<file path="src/rtl/ili9341_cmd_decoder_pkg.sv">
// Shared ILI9341 command codes, window limits, FSM state and window types.
package pkg_ili9341;

  localparam logic [7:0] CMD_SWRESET = 8'h01;
  localparam logic [7:0] CMD_SLPIN   = 8'h10;
  localparam logic [7:0] CMD_SLPOUT  = 8'h11;
  localparam logic [7:0] CMD_DISPOFF = 8'h28;
  localparam logic [7:0] CMD_DISPON  = 8'h29;
  localparam logic [7:0] CMD_CASET   = 8'h2A;
  localparam logic [7:0] CMD_PASET   = 8'h2B;
  localparam logic [7:0] CMD_RAMWR   = 8'h2C;

  localparam logic [15:0] COL_MAX  = 16'd239;
  localparam logic [15:0] PAGE_MAX = 16'd319;

  typedef enum logic [2:0] {IDLE, PARAM, CASET, PASET, MEMWR} state_t;

  typedef struct packed {
    logic [8:0] sc;
    logic [8:0] ec;
    logic [8:0] sp;
    logic [8:0] ep;
  } win_t;

  localparam win_t WIN_DEF = '{sc: 9'd0, ec: 9'd239, sp: 9'd0, ep: 9'd319};

endpackage

</file>
<file path="src/rtl/ili9341_spi_byte_rx.sv">
// Synchronizes the 4-wire SPI pins into clk and assembles MSB-first bytes.
module ili9341_spi_byte_rx
  import pkg_ili9341::*;
(
  input  logic       clk,
  input  logic       rst_n,
  input  logic       csx,
  input  logic       dcx,
  input  logic       scl,
  input  logic       sda,
  output logic       byte_valid,
  output logic [7:0] byte_data,
  output logic       byte_dc
);

  logic [1:0] csx_s, dcx_s, sda_s;
  logic [2:0] scl_s;
  logic [6:0] shreg;
  logic [2:0] bit_cnt;
  logic       scl_rise;

  // scl_s[2] is the previous synchronized sample, used only for edge detect
  assign scl_rise = scl_s[1] & ~scl_s[2];

  always_ff @(posedge clk or negedge rst_n) begin
    if (!rst_n) begin
      csx_s      <= 2'b11;
      dcx_s      <= 2'b00;
      sda_s      <= 2'b00;
      scl_s      <= 3'b000;
      shreg      <= '0;
      bit_cnt    <= '0;
      byte_valid <= 1'b0;
      byte_data  <= '0;
      byte_dc    <= 1'b0;
    end else begin
      csx_s      <= {csx_s[0], csx};
      dcx_s      <= {dcx_s[0], dcx};
      sda_s      <= {sda_s[0], sda};
      scl_s      <= {scl_s[1:0], scl};
      byte_valid <= 1'b0;
      if (csx_s[1]) begin
        bit_cnt <= '0;
      end else if (scl_rise) begin
        shreg <= {shreg[5:0], sda_s[1]};
        if (bit_cnt == 3'd7) begin
          bit_cnt    <= '0;
          byte_valid <= 1'b1;
          byte_data  <= {shreg, sda_s[1]};
          byte_dc    <= dcx_s[1];
        end else begin
          bit_cnt <= bit_cnt + 3'd1;
        end
      end
    end
  end

endmodule

</file>
<file path="src/rtl/ili9341_cmd_decoder.sv">
// ILI9341 SPI command decoder: commands, parameters, window setup and pixel stream.
module ili9341_cmd_decoder
  import pkg_ili9341::*;
(
  input  logic        clk,
  input  logic        rst_n,
  input  logic        csx,
  input  logic        dcx,
  input  logic        scl,
  input  logic        sda,
  output logic        cmd_valid,
  output logic [7:0]  cmd_code,
  output logic        param_valid,
  output logic [7:0]  param_data,
  output logic [3:0]  param_idx,
  output logic        pix_valid,
  output logic [8:0]  pix_x,
  output logic [8:0]  pix_y,
  output logic [15:0] pix_data,
  output logic        sleep_out,
  output logic        disp_on,
  output logic        win_err
);

  logic        byte_valid, byte_dc;
  logic [7:0]  byte_data;
  state_t      state, state_nx;
  win_t        win;
  logic [23:0] wbuf;
  logic [3:0]  param_cnt;
  logic        pix_ph;
  logic [7:0]  pix_hi;
  logic [8:0]  cur_x, cur_y;
  logic [15:0] w_start, w_end, w_lim;
  logic        w_ok, is_win;

  ili9341_spi_byte_rx u_rx (
    .clk        (clk),
    .rst_n      (rst_n),
    .csx        (csx),
    .dcx        (dcx),
    .scl        (scl),
    .sda        (sda),
    .byte_valid (byte_valid),
    .byte_data  (byte_data),
    .byte_dc    (byte_dc)
  );

  // Window check uses the three buffered bytes plus the byte arriving now
  assign is_win  = (state == CASET) || (state == PASET);
  assign w_start = wbuf[23:8];
  assign w_end   = {wbuf[7:0], byte_data};
  assign w_lim   = (state == PASET) ? PAGE_MAX : COL_MAX;
  assign w_ok    = (w_start <= w_end) && (w_end <= w_lim);

  always_ff @(posedge clk or negedge rst_n) begin
    if (!rst_n) state <= IDLE;
    else        state <= state_nx;
  end

  always_comb begin
    state_nx = state;
    if (byte_valid) begin
      if (!byte_dc) begin
        case (byte_data)
          CMD_CASET:   state_nx = CASET;
          CMD_PASET:   state_nx = PASET;
          CMD_RAMWR:   state_nx = MEMWR;
          CMD_SWRESET: state_nx = IDLE;
          default:     state_nx = PARAM;
        endcase
      end else if (is_win && param_cnt == 4'd3) begin
        state_nx = PARAM;
      end
    end
  end

  always_ff @(posedge clk or negedge rst_n) begin
    if (!rst_n) begin
      cmd_valid   <= 1'b0;
      cmd_code    <= 8'h00;
      param_valid <= 1'b0;
      param_data  <= '0;
      param_idx   <= '0;
      param_cnt   <= '0;
      pix_valid   <= 1'b0;
      pix_x       <= '0;
      pix_y       <= '0;
      pix_data    <= '0;
      pix_ph      <= 1'b0;
      pix_hi      <= '0;
      cur_x       <= '0;
      cur_y       <= '0;
      sleep_out   <= 1'b0;
      disp_on     <= 1'b0;
      win_err     <= 1'b0;
      win         <= WIN_DEF;
      wbuf        <= '0;
    end else begin
      cmd_valid   <= 1'b0;
      param_valid <= 1'b0;
      pix_valid   <= 1'b0;
      win_err     <= 1'b0;
      if (byte_valid && !byte_dc) begin
        cmd_valid <= 1'b1;
        cmd_code  <= byte_data;
        param_cnt <= '0;
        param_idx <= '0;
        pix_ph    <= 1'b0;
        case (byte_data)
          CMD_SLPOUT:  sleep_out <= 1'b1;
          CMD_SLPIN:   sleep_out <= 1'b0;
          CMD_DISPON:  disp_on   <= 1'b1;
          CMD_DISPOFF: disp_on   <= 1'b0;
          CMD_RAMWR: begin
            cur_x <= win.sc;
            cur_y <= win.sp;
          end
          CMD_SWRESET: begin
            param_data <= '0;
            pix_x      <= '0;
            pix_y      <= '0;
            pix_data   <= '0;
            pix_hi     <= '0;
            cur_x      <= '0;
            cur_y      <= '0;
            sleep_out  <= 1'b0;
            disp_on    <= 1'b0;
            win        <= WIN_DEF;
            wbuf       <= '0;
          end
          default: ;
        endcase
      end else if (byte_valid && state == MEMWR) begin
        if (!pix_ph) begin
          pix_hi <= byte_data;
          pix_ph <= 1'b1;
        end else begin
          pix_ph    <= 1'b0;
          pix_valid <= 1'b1;
          pix_data  <= {pix_hi, byte_data};
          pix_x     <= cur_x;
          pix_y     <= cur_y;
          if (cur_x == win.ec) begin
            cur_x <= win.sc;
            cur_y <= (cur_y == win.ep) ? win.sp : cur_y + 9'd1;
          end else begin
            cur_x <= cur_x + 9'd1;
          end
        end
      end else if (byte_valid) begin
        param_valid <= 1'b1;
        param_data  <= byte_data;
        param_idx   <= param_cnt;
        if (param_cnt != 4'hF) param_cnt <= param_cnt + 4'd1;
        if (is_win && param_cnt < 4'd3) begin
          wbuf <= {wbuf[15:0], byte_data};
        end else if (is_win && param_cnt == 4'd3) begin
          if (!w_ok)                 win_err <= 1'b1;
          else if (state == CASET) begin
            win.sc <= w_start[8:0];
            win.ec <= w_end[8:0];
          end else begin
            win.sp <= w_start[8:0];
            win.ep <= w_end[8:0];
          end
        end
      end
    end
  end

endmodule
</file>
<file path="config.mk">
export PLATFORM = sky130hd
export DESIGN_NAME = ili9341_cmd_decoder
export DESIGN_NICKNAME = d
export VERILOG_FILES = /design/src/rtl/ili9341_cmd_decoder_pkg.sv /design/src/rtl/ili9341_spi_byte_rx.sv /design/src/rtl/ili9341_cmd_decoder.sv
export SDC_FILE = /design/constraint.sdc
export NUM_CORES = 1
export LEC_CHECK = 0
export CAP_MARGIN = 40
export CORE_MARGIN = 2
export CORE_UTILIZATION = 25
export DETAILED_ROUTE_END_ITERATION = 8
export PLACE_DENSITY_LB_ADDON = 0.15
export SETUP_SLACK_MARGIN = 0.5
export SYNTH_ARGS = -nofsm -noshare
export SYNTH_HDL_FRONTEND = slang
export SYNTH_SLANG_ARGS = --single-unit
</file>
<file path="constraint.sdc">
create_clock -name clk -period 2.82 [get_ports clk]
set_input_delay 0.282 -clock clk [delete_from_list [all_inputs] [get_ports clk]]
set_output_delay 0.282 -clock clk [all_outputs]
set_load 0.1 [all_outputs]
</file>
==> summary.txt, run 1 <==
Run status
  • Outcome: complete, no violations

Min path
  • Worst Hold Class: input port to flop

Cells and area
  • Multi-input gate area: 3660 µm²
  • Layout cell share with drive strength beyond 1: 32.6%
  • Layout net count: 921
  • Area delta synth->final: 35.4%
  • FILL cells: 3184
  • Sequential cell area: 4610 µm²
  • N_diodes: 0
  • Non-filler cells, final: 1305

Place
  • Placed Instances: 1227
  • Post-DP HPWL: 17.2 mm
  • Gpl congestion: 0.789
  • PortBufs: 65

Setup path
  • Setup CP Type: flop to flop
  • Critical Path Max Stage Delay: 0.53 ns
  • Crit path cell chain: nand3b_1 > inv_2 > ha_4 > and3_4 > nor4_4 > o311ai_4 > or4_4 > buf_6 > o21ai_0 > a21oi_2
  • Crit. End Element: flop
  • Top Family by Delay on Critical Path: simple AND/OR/NAND/NOR gates
  • WP data required: 3.15 ns
  • Data arrival time of the worst path: 2.91 ns
  • WP buf/inv: 2
  • Nature of the critical path startpoint: flop
  • Critical-path cell with the highest stage delay: or4_4
  • CP max FO: 7

CTS
  • Clock transition at path regs: 0.07 ns
  • Clk sinks: 183
  • Clk Latency, worst-skew pair: 0.44 ns
  • CTS tree: built
  • Maximum buffer depth of the clock tree: 2
  • H-tree Lvls: 4
  • Root Driver: clkbuf_16
  • Cts bufs inserted: 17

Logic synthesis
  • Ys flop type: dfrtp_1
  • Synthesized cell area: 8070 µm²
  • Post-synth ARST share: 100%
  • Netlist cell types: 65
  • Synth top area share: 51.8%
  • Largest area contributor in the synthesized netlist: dfrtp_1
  • Post-synthesis register bit count: 183
  • Post-Syn Nets: 773
  • Count leader, synth: dfrtp_1
  • Synth Area per Inst: 10.9 µm²
  • Warnings, synthesis: 0
  • Number of enable flip-flop cells after synthesis: 0
  • Synth top cells by count: dfrtp_1, nand2_1, o21ai_0
  • Seq/Total Area, Yosys: 57.0%
  • Post-Syn Instances: 742
  • Top cells by area, synth: dfrtp_1, a22o_1, dfstp_2

Pwr
  • Combinational power share: 2.3%
  • Clock power share: 44.7%
  • Power Internal: 3910 µW
  • Sequential share of power: 53.0%
  • Switching share of power: 23.4%
  • Power Density: 467 nW/µm²
  • Switching power of the nets: 1200 µW
  • VDD IR max: 0.404 mV
  • LEAKAGE: 0.00493 µW

Timing
  • Final period utilization: 91.7%
  • Max Clock Freq: 387 MHz
  • Final setup vio count: 0
  • RSZ-0062 raised after global routing: true
  • Fin Hold WS: 0.257 ns
  • Max_slew headroom: 57.5%
  • Skew final: 0.0112 ns
  • Setup TNS: 0 ns
  • Slew @ Worst Pin: 0.632 ns
  • Pins Over Slew Limit: 0
  • Fin. Hold Viols: 0
  • Final min period: 2.59 ns

GRT
  • Initial antenna violation count: 1
  • Largest net degree at the start of global routing: 65
  • Congestion Overflow GR: 0
  • First-pass GRT wire length: 38.4 mm
  • Vias in the first global route: 6396
  • GRT Overall Usage: 14.9%

Detailed routing
  • Routed vias/inst: 4.83
  • Routed via count: 6308
  • DRC viols: 0
  • 1st-pass router iterations: 5
  • Routed length per instance: 19.1 µm
  • Routed Antenna Nets: 0
  • Total Routed Length: 24.9 mm
  • DRT iter0 DRCs: 411

Floorplanning
  • Io pins: 66
  • Core area: 31600 µm²
  • Die Width: 184 µm
  • DIE AREA: 33700 µm²
  • Rows: 65
  • Initial core utilization: 25.5%
  • Die height: 184 µm

Flow run
  • Max Cap Viol: 0
[layout by cell type, fill, tap and decap left out, types with 20 or more instances in the layout]
| cell | Yosys | layout |
|---|---|---|
| a21oi_1 | 37 | 31 |
| a22o_1 | 65 | 65 |
| buf_4 | 1 | 132 |
| clkbuf_16 | 0 | 20 |
| dfrtp_1 | 167 | 162 |
| ha_1 | 25 | 22 |
| inv_1 | 27 | 23 |
| nand2_1 | 76 | 74 |
| nand3_1 | 21 | 20 |
| nor2_1 | 27 | 25 |
| o21ai_0 | 66 | 53 |
[cell type report]
cell class	count	share of cell area, %
clock buffers	20	4.18
clock inverters	12	0.870
inverters	29	1.03
multi-input cells	491	33.5
flip-flops and latches	183	42.1
well taps	402	4.60
repair buffers	168	13.7
[layer usage]
layer | up-vias | GRT usage, % | share of wire [%]
li1 | 3024 | - | -
met1 | 3170 | 21.4 | 49
met2 | 103 | 22.8 | 46
met3 | 11 | 3.09 | 4.3
met4 | 0 | 4.19 | 0.71
met5 | - | 0 | 0
[cells by family (layout without fill, tap and decap cells)]
group / count (synthesis) / after routing / synth area share (%)
adder cells (fa/ha/maj): 25 / 25 / 3.87
XOR/XNOR: 18 / 18 / 1.95
flip-flops: 183 / 183 / 57.0
AND/OR/NAND/NOR: 202 / 202 / 12.4
buffers and inverters: 69 / 229 / 3.41
AO/OA/AOI/OAI: 232 / 233 / 19.7
multiplexers: 13 / 13 / 1.74
[power by group through the flow]
stage	logic, µW	clock network, µW	registers, µW
floorplan	43.9	0	2750
global placement	121	0	2750
detailed placement	123	0	2760
CTS	124	2370	2700
global route	133	2460	2710
finish	117	2280	2710
[stage by stage]
| step | util [%] | total power, µW | setup WS, ns | area [µm²] |
|---|---|---|---|---|
| after global placement | 29.8 | 2880 | 0.134 | 9430 |
| after CTS | 32.6 | 5200 | 0.277 | 10300 |
| after global routing | 34.6 | 5300 | 0.112 | 10900 |
| final | 34.6 | 5100 | 0.233 | 10900 |
| after detailed placement | 29.8 | 2880 | 0.101 | 9430 |
| after floorplan | - | 2790 | 0.235 | 8120 |
[repair_timing]
| action | in CTS | in global routing |
|---|---|---|
| gates cloned | 2 | 4 |
| pin swaps | 16 | 39 |
| endpoints found under the setup margin | 106 | 108 |
| resized for setup | 41 | 87 |
| hold buffers | 1 | 0 |
| hold endpoints to repair | 51 | 0 |
| setup buffers | 16 | 23 |
[registers in the layout (all words and copies together) (netlist names), 9 cells and up]
signal / cells
cur_x: 9
cur_y: 9
pix_data: 16
pix_x: 9
pix_y: 9
wbuf: 24
win: 36
[final timing paths]
check | endpoint | start | cells past startpoint | slack [ns]
setup / recovery | win[30]$_DFFE_PN0P_ | state[2]$_DFFE_PN0P_ | 10 | 0.23
hold / removal | u_rx.csx_s[0]$_DFF_PN1_ | csx | 1 | 0.26
setup reg to reg | win[30]$_DFFE_PN0P_ | state[2]$_DFFE_PN0P_ | 10 | 0.23
hold reg to reg | u_rx.scl_s[1]$_DFF_PN0_ | u_rx.scl_s[0]$_DFF_PN0_ | 0 | 0.35
max in group asynchronous | u_rx.csx_s[0]$_DFF_PN1_ | rst_n | 3 | 1.68
min in group asynchronous | pix_x[3]$_DFFE_PN0P_ | rst_n | 2 | 0.35
Power figures use the tool's default switching activity.
==> run 2: changes to the inputs <==
CORE_MARGIN = unset   (was 2)
==> run 2 against run 1 <==
Combinational power is essentially flat. Sequential share of layout area shrank 0.83 points. Count of clock-buffer cells in the layout shrank 1. Critical endpoint is now win[29]$_DFFE_PN0P_. Critical path type unchanged. Setup slack lost 0.057 ns. Final cell count grew 0.31%. Total power grew 11%. Non-clock buffer count grew 5. Clock skew shrank 0.0017 ns. Global-route usage grew 0.47 points. Wire length grew 1.5%.
==> summary.txt, run 2 (same netlist as run 1, synthesis figures left out) <==
Cells and area
  • Leading cell types in the layout, fill and taps excluded: dfrtp_1, buf_4, nand2_1, a22o_1, o21ai_0
  • Non-filler cells, final: 1309
  • Most common cell after layout, fill and taps aside: dfrtp_1
  • Final core utilization: 35.2%
  • Register bank with the most flops: win
  • Area delta synth->final: 38.1%
  • N_diodes: 0
  • Layout cell share with drive strength beyond 1: 34.5%
  • Largest register FFs: 36
  • Final Cell Area: 11100 µm²
  • Layout net count: 925
  • Largest regs: win x36, wbuf x24, pix_data x16

Timing
  • Max_slew headroom: 56.6%
  • Fin. Hold Viols: 0
  • RSZ-0062 raised after global routing: true
  • Setup TNS: 0 ns
  • Pins Over Slew Limit: 0
  • Final min period: 2.64 ns
  • Final setup vio count: 0
  • Slew @ Worst Pin: 0.645 ns
  • Final period utilization: 93.8%
  • Skew final: 0.00951 ns
  • Fin Hold WS: 0.247 ns
  • Max Clock Freq: 378 MHz

Setup path
  • Worst Setup EP: win[29]$_DFFE_PN0P_
  • Worst reg2reg setup slack: 0.18 ns
  • Crit. End Element: flop
  • FF-to-FF Start: state[2]$_DFFE_PN0P_
  • FF-to-FF path depth: 9
  • WP data required: 3.20 ns
  • CP Launch Point: state[2]$_DFFE_PN0P_
  • Data arrival time of the worst path: 3.02 ns
  • CP max FO: 6
  • Worst reg2reg endpoint: win[29]$_DFFE_PN0P_
  • Nature of the critical path startpoint: flop
  • Setup CP Type: flop to flop

Floorplanning
  • Die Width: 182 µm
  • Die height: 182 µm
  • Core area: 31600 µm²
  • Io pins: 66
  • DIE AREA: 33000 µm²
  • Rows: 65
  • Initial core utilization: 25.5%

GRT
  • GRT Overall Usage: 15.4%
  • Vias in the first global route: 6300
  • Largest net degree at the start of global routing: 66
  • Congestion Overflow GR: 0
  • Initial antenna violation count: 2
  • First-pass GRT wire length: 38.5 mm

Detailed routing
  • DRT iter0 DRCs: 417
  • Routed vias/inst: 4.87
  • DRC viols: 0
  • 1st-pass router iterations: 4
  • Routed Antenna Nets: 0
  • Total Routed Length: 25.3 mm
  • Routed via count: 6373
  • Routed length per instance: 19.3 µm

CTS
  • Clock transition at path regs: 0.07 ns
  • Clk sinks: 183
  • Root Driver: clkbuf_16
  • CTS tree: built
  • Maximum buffer depth of the clock tree: 2
  • H-tree Lvls: 4
  • Cts bufs inserted: 17
  • Clk Latency, worst-skew pair: 0.44 ns

Place
  • PortBufs: 65
  • Placed Instances: 1228
  • Gpl congestion: 0.784
  • Post-DP HPWL: 17.0 mm
  • Cell Area, Placed: 9440 µm²

Pwr
  • VDD IR max: 0.420 mV
  • Power Density: 508 nW/µm²
  • LEAKAGE: 0.00509 µW

Run status
  • Outcome: complete, no violations

Flow run
  • Max Cap Viol: 0

Min path
  • Worst Hold Class: input port to flop
[run 2: per-layer routing]
| metal | track usage [%] | part of all wire (%) |
|---|---|---|
| met4 | 4.78 | 1.7 |
| met2 | 23.1 | 46 |
| met5 | 0 | 0 |
| met3 | 3.37 | 3.4 |
| met1 | 22.0 | 49 |
[run 2: what timing repair did]
action,CTS,global route
gates resized for setup,41,114
hold buffers,1,0
setup endpoints to repair,79,114
buffers inserted,14,26
cloned,1,7
pin swaps,24,41
endpoints found under the hold margin,50,0
[run 2: how the worst min path moves through the flow]
stage          slack [ns]                      end  cells after the start               startpoint
4_1_cts              0.23  u_rx.csx_s[0]$_DFF_PN1_                      1                      csx
3_3_place_gp         0.32     pix_x[3]$_DFFE_PN0P_                      1                    rst_n
2_1_floorplan       -0.01  cmd_code[0]$_DFFE_PN0P_                      0                    rst_n
6_report             0.25  u_rx.csx_s[0]$_DFF_PN1_                      1                      csx
3_5_place_dp         0.33  u_rx.scl_s[1]$_DFF_PN0_                      0  u_rx.scl_s[0]$_DFF_PN0_
5_1_grt              0.24  u_rx.csx_s[0]$_DFF_PN1_                      1                      csx
[run 2: area by class of cell]
cell class,instances,area (µm²)
inverters,29,109
repair buffers,173,1550
multi-input cells,490,3690
clock inverters,13,250
well taps,402,503
fillers,3148,20500
clock buffers,19,443
flip-flops and latches,183,4600
[run 2: critical path, cell delays in order, from the launching register on]
cell	delay, ns
dfrtp_1	0.37
nand3b_1	0.20
buf_4	0.17
ha_1	0.29
nand3_1	0.09
nor3_2	0.27
o311ai_4	0.15
or4_4	0.50
or3_4	0.41
a21oi_2	0.12
[run 2: through the flow]
stage          power, µW  setup WS [ns]
5_1_grt             5860         0.0847
2_1_floorplan       2790          0.235
3_3_place_gp        2880          0.132
6_report            5660          0.176
3_5_place_dp        2880         0.0833
4_1_cts             5750          0.224
[run 2: power breakdown]
part | internal (µW) | switching (µW) | leakage, µW
Clock | 1770 | 1070 | 0.000337
Sequential | 2670 | 30.9 | 0.00246
Combinational | 49.4 | 68.1 | 0.00229
Total | 4500 | 1170 | 0.00509
